### config.mk
export PLATFORM = sky130hd
export DESIGN_NAME = branch_target_buffer
export DESIGN_NICKNAME = d
export VERILOG_FILES = /design/src/rtl/branch_target_buffer.sv
export SDC_FILE = /design/constraint.sdc
export NUM_CORES = 1
export LEC_CHECK = 0
export BUFFER_PORTS_ARGS = -buffer_cell sky130_fd_sc_hd__buf_4
export CAP_MARGIN = 10
export CELL_PAD_IN_SITES_DETAIL_PLACEMENT = 2
export CELL_PAD_IN_SITES_GLOBAL_PLACEMENT = 2
export CORE_UTILIZATION = 43
export DETAILED_ROUTE_END_ITERATION = 12
export PLACE_DENSITY = 0.77
export SETUP_SLACK_MARGIN = 0.15
export SYNTH_ARGS = -nofsm -noshare
export SYNTH_HDL_FRONTEND = slang
export SYNTH_SLANG_ARGS = --single-unit
### constraint.sdc
create_clock -name clk -period 5.4 [get_ports clk]
set_clock_uncertainty 0.05 [all_clocks]
set_input_delay 0 -clock clk [delete_from_list [all_inputs] [get_ports clk]]
set_output_delay 0 -clock clk [all_outputs]
set_load 0.01 [all_outputs]
### src/rtl/branch_target_buffer.sv
// Tagged, direct-mapped branch target buffer with per-entry saturating direction
// counters, combinational fetch lookup, single training port and saturating perf counters.
module branch_target_buffer #(
    parameter int ENTRIES        = 16,
    parameter int COUNTER_WIDTH  = 2,
    parameter int COUNT_WIDTH    = 32,
    parameter bit PREDICT_ENABLE = 1'b1
) (
    input  logic                   clk,
    input  logic                   rst,
    input  logic                   if_lookup,
    input  logic [31:0]            if_pc,
    output logic                   predict_taken,
    output logic [31:0]            predict_target,
    input  logic                   mb_update,
    input  logic [31:0]            mb_pc,
    input  logic                   mb_is_jump,
    input  logic                   mb_taken,
    input  logic [31:0]            mb_target,
    input  logic                   mb_predict_taken,
    input  logic [31:0]            mb_predict_target,
    input  logic                   invalidate,
    output logic [COUNT_WIDTH-1:0] branch_count,
    output logic [COUNT_WIDTH-1:0] mispredict_count
);

    localparam int INDEX_BITS = $clog2(ENTRIES);
    localparam int TAG_BITS   = 30 - INDEX_BITS;
    localparam logic [COUNTER_WIDTH-1:0] CTR_MAX  = {COUNTER_WIDTH{1'b1}};
    localparam logic [COUNTER_WIDTH-1:0] CTR_ZERO = {COUNTER_WIDTH{1'b0}};
    localparam logic [COUNTER_WIDTH-1:0] CTR_ONE  = COUNTER_WIDTH'(1'b1);
    // Weakly-taken: only the MSB set.
    localparam logic [COUNTER_WIDTH-1:0] CTR_WEAK = CTR_MAX ^ (CTR_MAX >> 1);
    localparam logic [COUNT_WIDTH-1:0]   CNT_MAX  = {COUNT_WIDTH{1'b1}};
    localparam logic [COUNT_WIDTH-1:0]   CNT_ONE  = COUNT_WIDTH'(1'b1);

    logic [ENTRIES-1:0]       valid_r;
    logic [ENTRIES-1:0]       jump_r;
    logic [TAG_BITS-1:0]      tag_r    [ENTRIES];
    logic [31:0]              target_r [ENTRIES];
    logic [COUNTER_WIDTH-1:0] ctr_r    [ENTRIES];
    logic [COUNT_WIDTH-1:0]   branch_count_r;
    logic [COUNT_WIDTH-1:0]   mispredict_count_r;

    logic [INDEX_BITS-1:0]    lk_idx_s;
    logic                     lk_hit_s;
    logic                     lk_taken_s;
    logic [INDEX_BITS-1:0]    up_idx_s;
    logic                     up_hit_s;
    logic                     up_write_s;
    logic                     mispredict_s;
    logic [COUNTER_WIDTH-1:0] ctr_next_s;
    logic [31:0]              target_next_s;
    logic                     unused_s;

    assign unused_s = ^{if_pc[1:0], mb_pc[1:0]};

    // Fetch lookup reads only pre-edge table state; there is no update bypass.
    always_comb begin
        lk_idx_s   = if_pc[INDEX_BITS+1:2];
        lk_hit_s   = valid_r[lk_idx_s] && (tag_r[lk_idx_s] == if_pc[31:INDEX_BITS+2]);
        lk_taken_s = PREDICT_ENABLE && if_lookup && lk_hit_s
                     && (jump_r[lk_idx_s] || ctr_r[lk_idx_s][COUNTER_WIDTH-1]);
    end

    assign predict_taken  = lk_taken_s;
    assign predict_target = lk_taken_s ? target_r[lk_idx_s] : (if_pc + 32'd4);

    // Training decode: hit detection, mispredict flag and next entry contents.
    always_comb begin
        up_idx_s     = mb_pc[INDEX_BITS+1:2];
        up_hit_s     = valid_r[up_idx_s] && (tag_r[up_idx_s] == mb_pc[31:INDEX_BITS+2]);
        mispredict_s = mb_update && ((mb_taken != mb_predict_taken)
                       || (mb_taken && (mb_target != mb_predict_target)));
        // Misses only allocate when taken; invalidate and reset suppress any write.
        up_write_s   = mb_update && !rst && !invalidate && (up_hit_s || mb_taken);
        if (mb_is_jump) begin
            ctr_next_s = CTR_MAX;
        end else if (!up_hit_s) begin
            ctr_next_s = CTR_WEAK;
        end else if (mb_taken) begin
            ctr_next_s = (ctr_r[up_idx_s] == CTR_MAX) ? CTR_MAX : ctr_r[up_idx_s] + CTR_ONE;
        end else begin
            ctr_next_s = (ctr_r[up_idx_s] == CTR_ZERO) ? CTR_ZERO : ctr_r[up_idx_s] - CTR_ONE;
        end
        target_next_s = mb_taken ? mb_target : target_r[up_idx_s];
    end

    // Valid bits and performance counters; the only reset state.
    always_ff @(posedge clk) begin
        if (rst) begin
            valid_r            <= {ENTRIES{1'b0}};
            branch_count_r     <= {COUNT_WIDTH{1'b0}};
            mispredict_count_r <= {COUNT_WIDTH{1'b0}};
        end else begin
            if (invalidate) begin
                valid_r <= {ENTRIES{1'b0}};
            end else if (up_write_s) begin
                valid_r[up_idx_s] <= 1'b1;
            end
            if (mb_update && (branch_count_r != CNT_MAX)) begin
                branch_count_r <= branch_count_r + CNT_ONE;
            end
            if (mispredict_s && (mispredict_count_r != CNT_MAX)) begin
                mispredict_count_r <= mispredict_count_r + CNT_ONE;
            end
        end
    end

    // Entry payload; contents of invalid entries are don't-care, so no reset.
    always_ff @(posedge clk) begin
        if (up_write_s) begin
            tag_r[up_idx_s]    <= mb_pc[31:INDEX_BITS+2];
            target_r[up_idx_s] <= target_next_s;
            jump_r[up_idx_s]   <= mb_is_jump;
            ctr_r[up_idx_s]    <= ctr_next_s;
        end
    end

    assign branch_count     = branch_count_r;
    assign mispredict_count = mispredict_count_r;

endmodule

# Word-level counts from Yosys, hierarchy flattened
# Memory sizes are Yosys's and may differ from the RTL's.
# Cells that the tools add are included.
op_classes:
  add_sub_neg: 5
  order_cmp: 3
  eq_ne: 8
  muxes: 18
  n_bitwise: 1
  reduce_logical: 20
op_table:
  columns: ["cell", "count"]
  rows:
  - ["adder 32 x 1 -> 32 bit (second input constant)", 2]
  - ["2-to-1 mux 32 bit", 2]
  - ["!= test 32 bit (second input constant)", 2]
  - ["equality test 26 bit", 2]
  - ["adder 32 x 3 -> 32 bit (second input constant)", 1]
  - ["!= test 32 bit", 1]
  - ["bitwise mux 16 bit", 1]
  - ["bitwise OR 16 bit", 1]
  - ["binary-select mux 1 bit (select 4 bit)", 3]
  - ["logical AND 1 bit", 12]
  - ["less-than comparator 4 x 5 -> 1 bit (second input constant)", 2]
  - ["2-to-1 mux 2 bit", 5]
  - ["2-to-1 mux 1 bit", 6]
  - ["demux 1 bit (select 4 bit)", 1]
  - [">= comparator 4 x 1 -> 1 bit (second input constant)", 1]
  - ["logical OR 1 bit", 3]
  - ["adder 2 x 1 -> 2 bit (second input constant)", 1]
  - ["equality test 2 bit (second input constant)", 1]
  - ["logical NOT 1 bit", 2]
  - ["logical NOT 2 bit", 1]
  - ["AND reduction 2 bit", 1]
  - ["OR reduction 2 bit", 1]
  - ["subtractor 2 x 1 -> 2 bit (second input constant)", 1]
  - ["!= test 1 bit", 1]
  - ["!= test 1 bit (second input constant)", 1]
word_totals:
  ff_bits: 96
  ram_bits: 960
  out_inout_bits: 97
  elab_cells: 62
  n_memories: 3
mem_list:
  columns: ["memory", "depth", "word_bits", "rd", "rd_clocked_by_memory_dff", "wr", "line", "text"]
  rows:
  - ["target_r", 16, 32, 1, 0, 1, "40", "logic [31:0] target_r [ENTRIES];"]
  - ["tag_r", 16, 26, 2, 0, 1, "39", "logic [TAG_BITS-1:0] tag_r [ENTRIES];"]
  - ["ctr_r", 16, 2, 2, 0, 1, "41", "logic [COUNTER_WIDTH-1:0] ctr_r [ENTRIES];"]

# Depth between registers and ports, before layout
depth:
  ltp_word: 8
  mapped_depth: 13

# Least setup slack after synthesis
# Ideal clock, no wire load.
synth_path:
  path_type: "flip-flop to flip-flop"
  start: "mem tag_r[15][8] (netlist bit)"
  end: "mem ctr_r[0][0] (enable)"
  setup_ps: 489
  t_arrival_ps: 5091
  required_ps: 4861
  setup_slack_ps: -230
  stages_incl_launch_ff: 9
  n_path_buf: 0
  period_less_slack_ps: 5630
  path_cell_list: "edfxtp_1 -> mux4_2 -> mux2i_1 -> xor2_1 -> o221ai_1 -> or4_1 -> a211oi_1 -> a31oi_1 -> nor4_1"
synth_lines:
  columns: ["item", "line"]
  rows:
  - ["start, declared", "39"]
  - ["end, declared", "41"]

==> metrics.txt <==
Post-synth EDFFs=a little under 1000; first-pass GRT wire length=approximately 220000 microns; Layout area overhead=18.1%; final WL=approximately 160000 microns; top cell type's share of synthesized area=between 60% and 70%; Yosys cell types=60; Max-Cap Viols=0; Setup-failing EPs final=0; Clk pwr share=approximately 44%; CP Data Arrival Time=around 4.4 ns; most frequent cell after synthesis=edfxtp_1; footprint of the multi-input gates=around 15000 sq um; Initial Util=between 40 and 50%; GRT Total Usage=roughly 29%; GRT Residual Overflow=0; status=finished clean; gp weighted congestion=between 0.8 and 0.9; Final Critical Period=4.41 ns; internal power=approximately 14 mW; Hold Fails Final Rpt=0; DP HPWL=approximately 99000 microns; Yosys top cell by area=edfxtp_1; first drt pass iteration count=6; fin crit share=between 80 and 90%; CORE AREA=approximately 110000 sq um; Clock Sinks=approximately 1100; Cell Rows=roughly 120; CP Launch Type=register; Crit. End Element=output pin; vias per inst=6.35; Cells after Synth=approximately 2500; Non-Filler Instances=~4300; die footprint=approximately 110000 sq um; I/O pin cnt=roughly 230; DRT iter0 DRCs=2895; Rel. slew slack=roughly 18%; Die Width=about 330 microns; LEAKAGE=18.1 nW; CTS tree=built; Main synth FF type=edfxtp_1; share of layout cells above drive strength 1=between 30% and 40%; DP Cell Count=approximately 4000; Synth top cells by count=976 x edfxtp_1, 350 x mux4_2, 130 x mux2i_1; number of global-route vias before repair=approximately 30000; CP required=roughly 5.4 ns; Hold Crit Class=input pin to register; Peak supply drop=0.320 mV; total power=18.4 mW; Hold Slack=just under 0.09 ns; TritonCTS Buffers=113; Psw=about 4.2 mW; final core utilization=51.5%; final worst slack=a little under 1 ns; pre-CTS setup slack=between 0.7 and 0.8 ns; antenna-violating nets left=0; clock-pin slew on the worst setup and hold paths=around 0.090 ns; sw frac=between 20% and 30%; Post-Syn Area=about 46000 sq um; Seq cells post-synth=1056; sequential share of power=roughly half; largest net degree at the start of global routing=around 110; Setup Buffers After CTS=0; measured slew at the worst slew-check pin=about 1.2 ns; max-slew violation count=0; fmax=~230 MHz; Yosys Warn Count=0; PD cells=approximately 340 nW/um^2; drc violations=0; Clock Path Buffers=3; Seq. cell area=~31000 sq um; CP max FO=33; clk_lat worst skew=around 0.7 ns; H-tree lvl count=3; logic gate share of total power=7.3%; synth top area cells=edfxtp_1 64%, mux4_2 17%, dfxtp_1 3.5%; sequential share of the synthesized area=roughly two thirds; RSZ-0062 raised after global routing=no; PortBufs=230; Mapped Avg Cell Area=18.7 sq um; Vias=~27000; clk root buf=clkbuf_16; Routed WL per cell=36.7 microns; asr flop ratio synth=0%; fin nets=slightly below 3000; number of fill cells=approximately 9200; kind of critical path=register to output pin; Die H=~330 microns; Syn Nets=roughly 2600; initial antenna violation count=8
[metal layers]
layer / share of wire, % / wire length (microns) / vias to the layer above / track usage, %
met2: 52 / 82500 / 1204 / 51.9
met1: 39 / 61200 / 15000 / 36.8
met5: 0.029 / 46 / - / 0
met3: 6.2 / 9880 / 288 / 5.08
li1: - / - / 10900 / -
met4: 2.9 / 4560 / 8 / 8.45
[cell usage in the layout, fill, tap and decap left out, types with 35 or more instances in the layout]
cell type / netlist / layout
a22oi_1: 35 / 35
clkbuf_16: 0 / 114
buf_4: 12 / 294
nor2_1: 103 / 86
xnor2_1: 91 / 91
mux2i_1: 130 / 130
mux4_2: 350 / 350
edfxtp_1: 976 / 976
nand2_1: 74 / 74
xor2_1: 73 / 73
dfxtp_1: 80 / 80
nand3_1: 37 / 37
dlygate4sd3_1: 0 / 66
[cells by family after synthesis]
logic type               count (synthesis)  share of synthesized area [%]
AO/OA/AOI/OAI                          169                           2.64
XOR/XNOR                               164                           3.11
adder cells (fa/ha/maj)                  5                          0.125
buffers and inverters                  165                           1.62
flip-flops                            1056                           67.0
multiplexers                           529                           21.3
AND/OR/NAND/NOR                        382                           4.19
[layout make-up]
class	count	area share (%)
antenna	2	0.00919
clock buffer	134	5.47
clock inverter	78	1.55
inverter	26	0.179
multi-input combinational	1249	27.0
sequential	1056	56.7
tap	1391	3.19
timing repair buffer	377	5.84
[metrics by stage]
| stage | cell area, sq um | setup TNS [ns] |
|---|---|---|
| after floorplan | 46100 | -66.60 |
| after global placement | 50000 | 0 |
| after detailed placement | 50000 | 0 |
| after CTS | 54500 | 0 |
| after global routing | 54500 | 0 |
| final | 54500 | 0 |
[power by group through the flow]
stage / clock network [mW] / registers [mW] / logic [mW]
after global routing: 8.48 / 8.97 / 1.40
after floorplan: 0 / 9.14 / 0.697
after global placement: 0 / 9.14 / 1.22
after detailed placement: 0 / 9.14 / 1.28
final: 8.14 / 8.97 / 1.34
after CTS: 8.24 / 8.97 / 1.34
[critical path, stage by stage (launching register included)]
cell and delay [ns]:
edfxtp_1 0.41, mux4_2 0.48, mux4_2 0.64, xnor2_1 0.31, nand4_1 0.18, nor4_2 0.44, nand4_4 0.13, buf_4 0.43
mux2_4 0.44, buf_4 0.15
[timing repair]
item | in CTS | in global routing
endpoints found under the hold margin | 1029 | 0
resized for setup | 0 | 0
hold buffers | 66 | 0
[path summary, 6_finish.rpt]
kind | startpoint | end | slack, ns | cells past startpoint
min | mb_target[12] | target_r[9][12] | 0.09 | 2
max | tag_r[14][1] | predict_target[7] | 0.99 | 9
max reg2reg | tag_r[15][8] | tag_r[12][8] | 1.02 | 10
min reg2reg | valid_r[11] | valid_r[11] | 0.47 | 1
[registers in the layout, indices dropped and copies added, names as in the netlist]
register / cells
target_r: 512
branch_count: 32
tag_r: 416
mispredict_count: 32
ctr_r: 32
jump_r: 16
valid_r: 16
No activity file was read; power rests on OpenSTA's default activity.
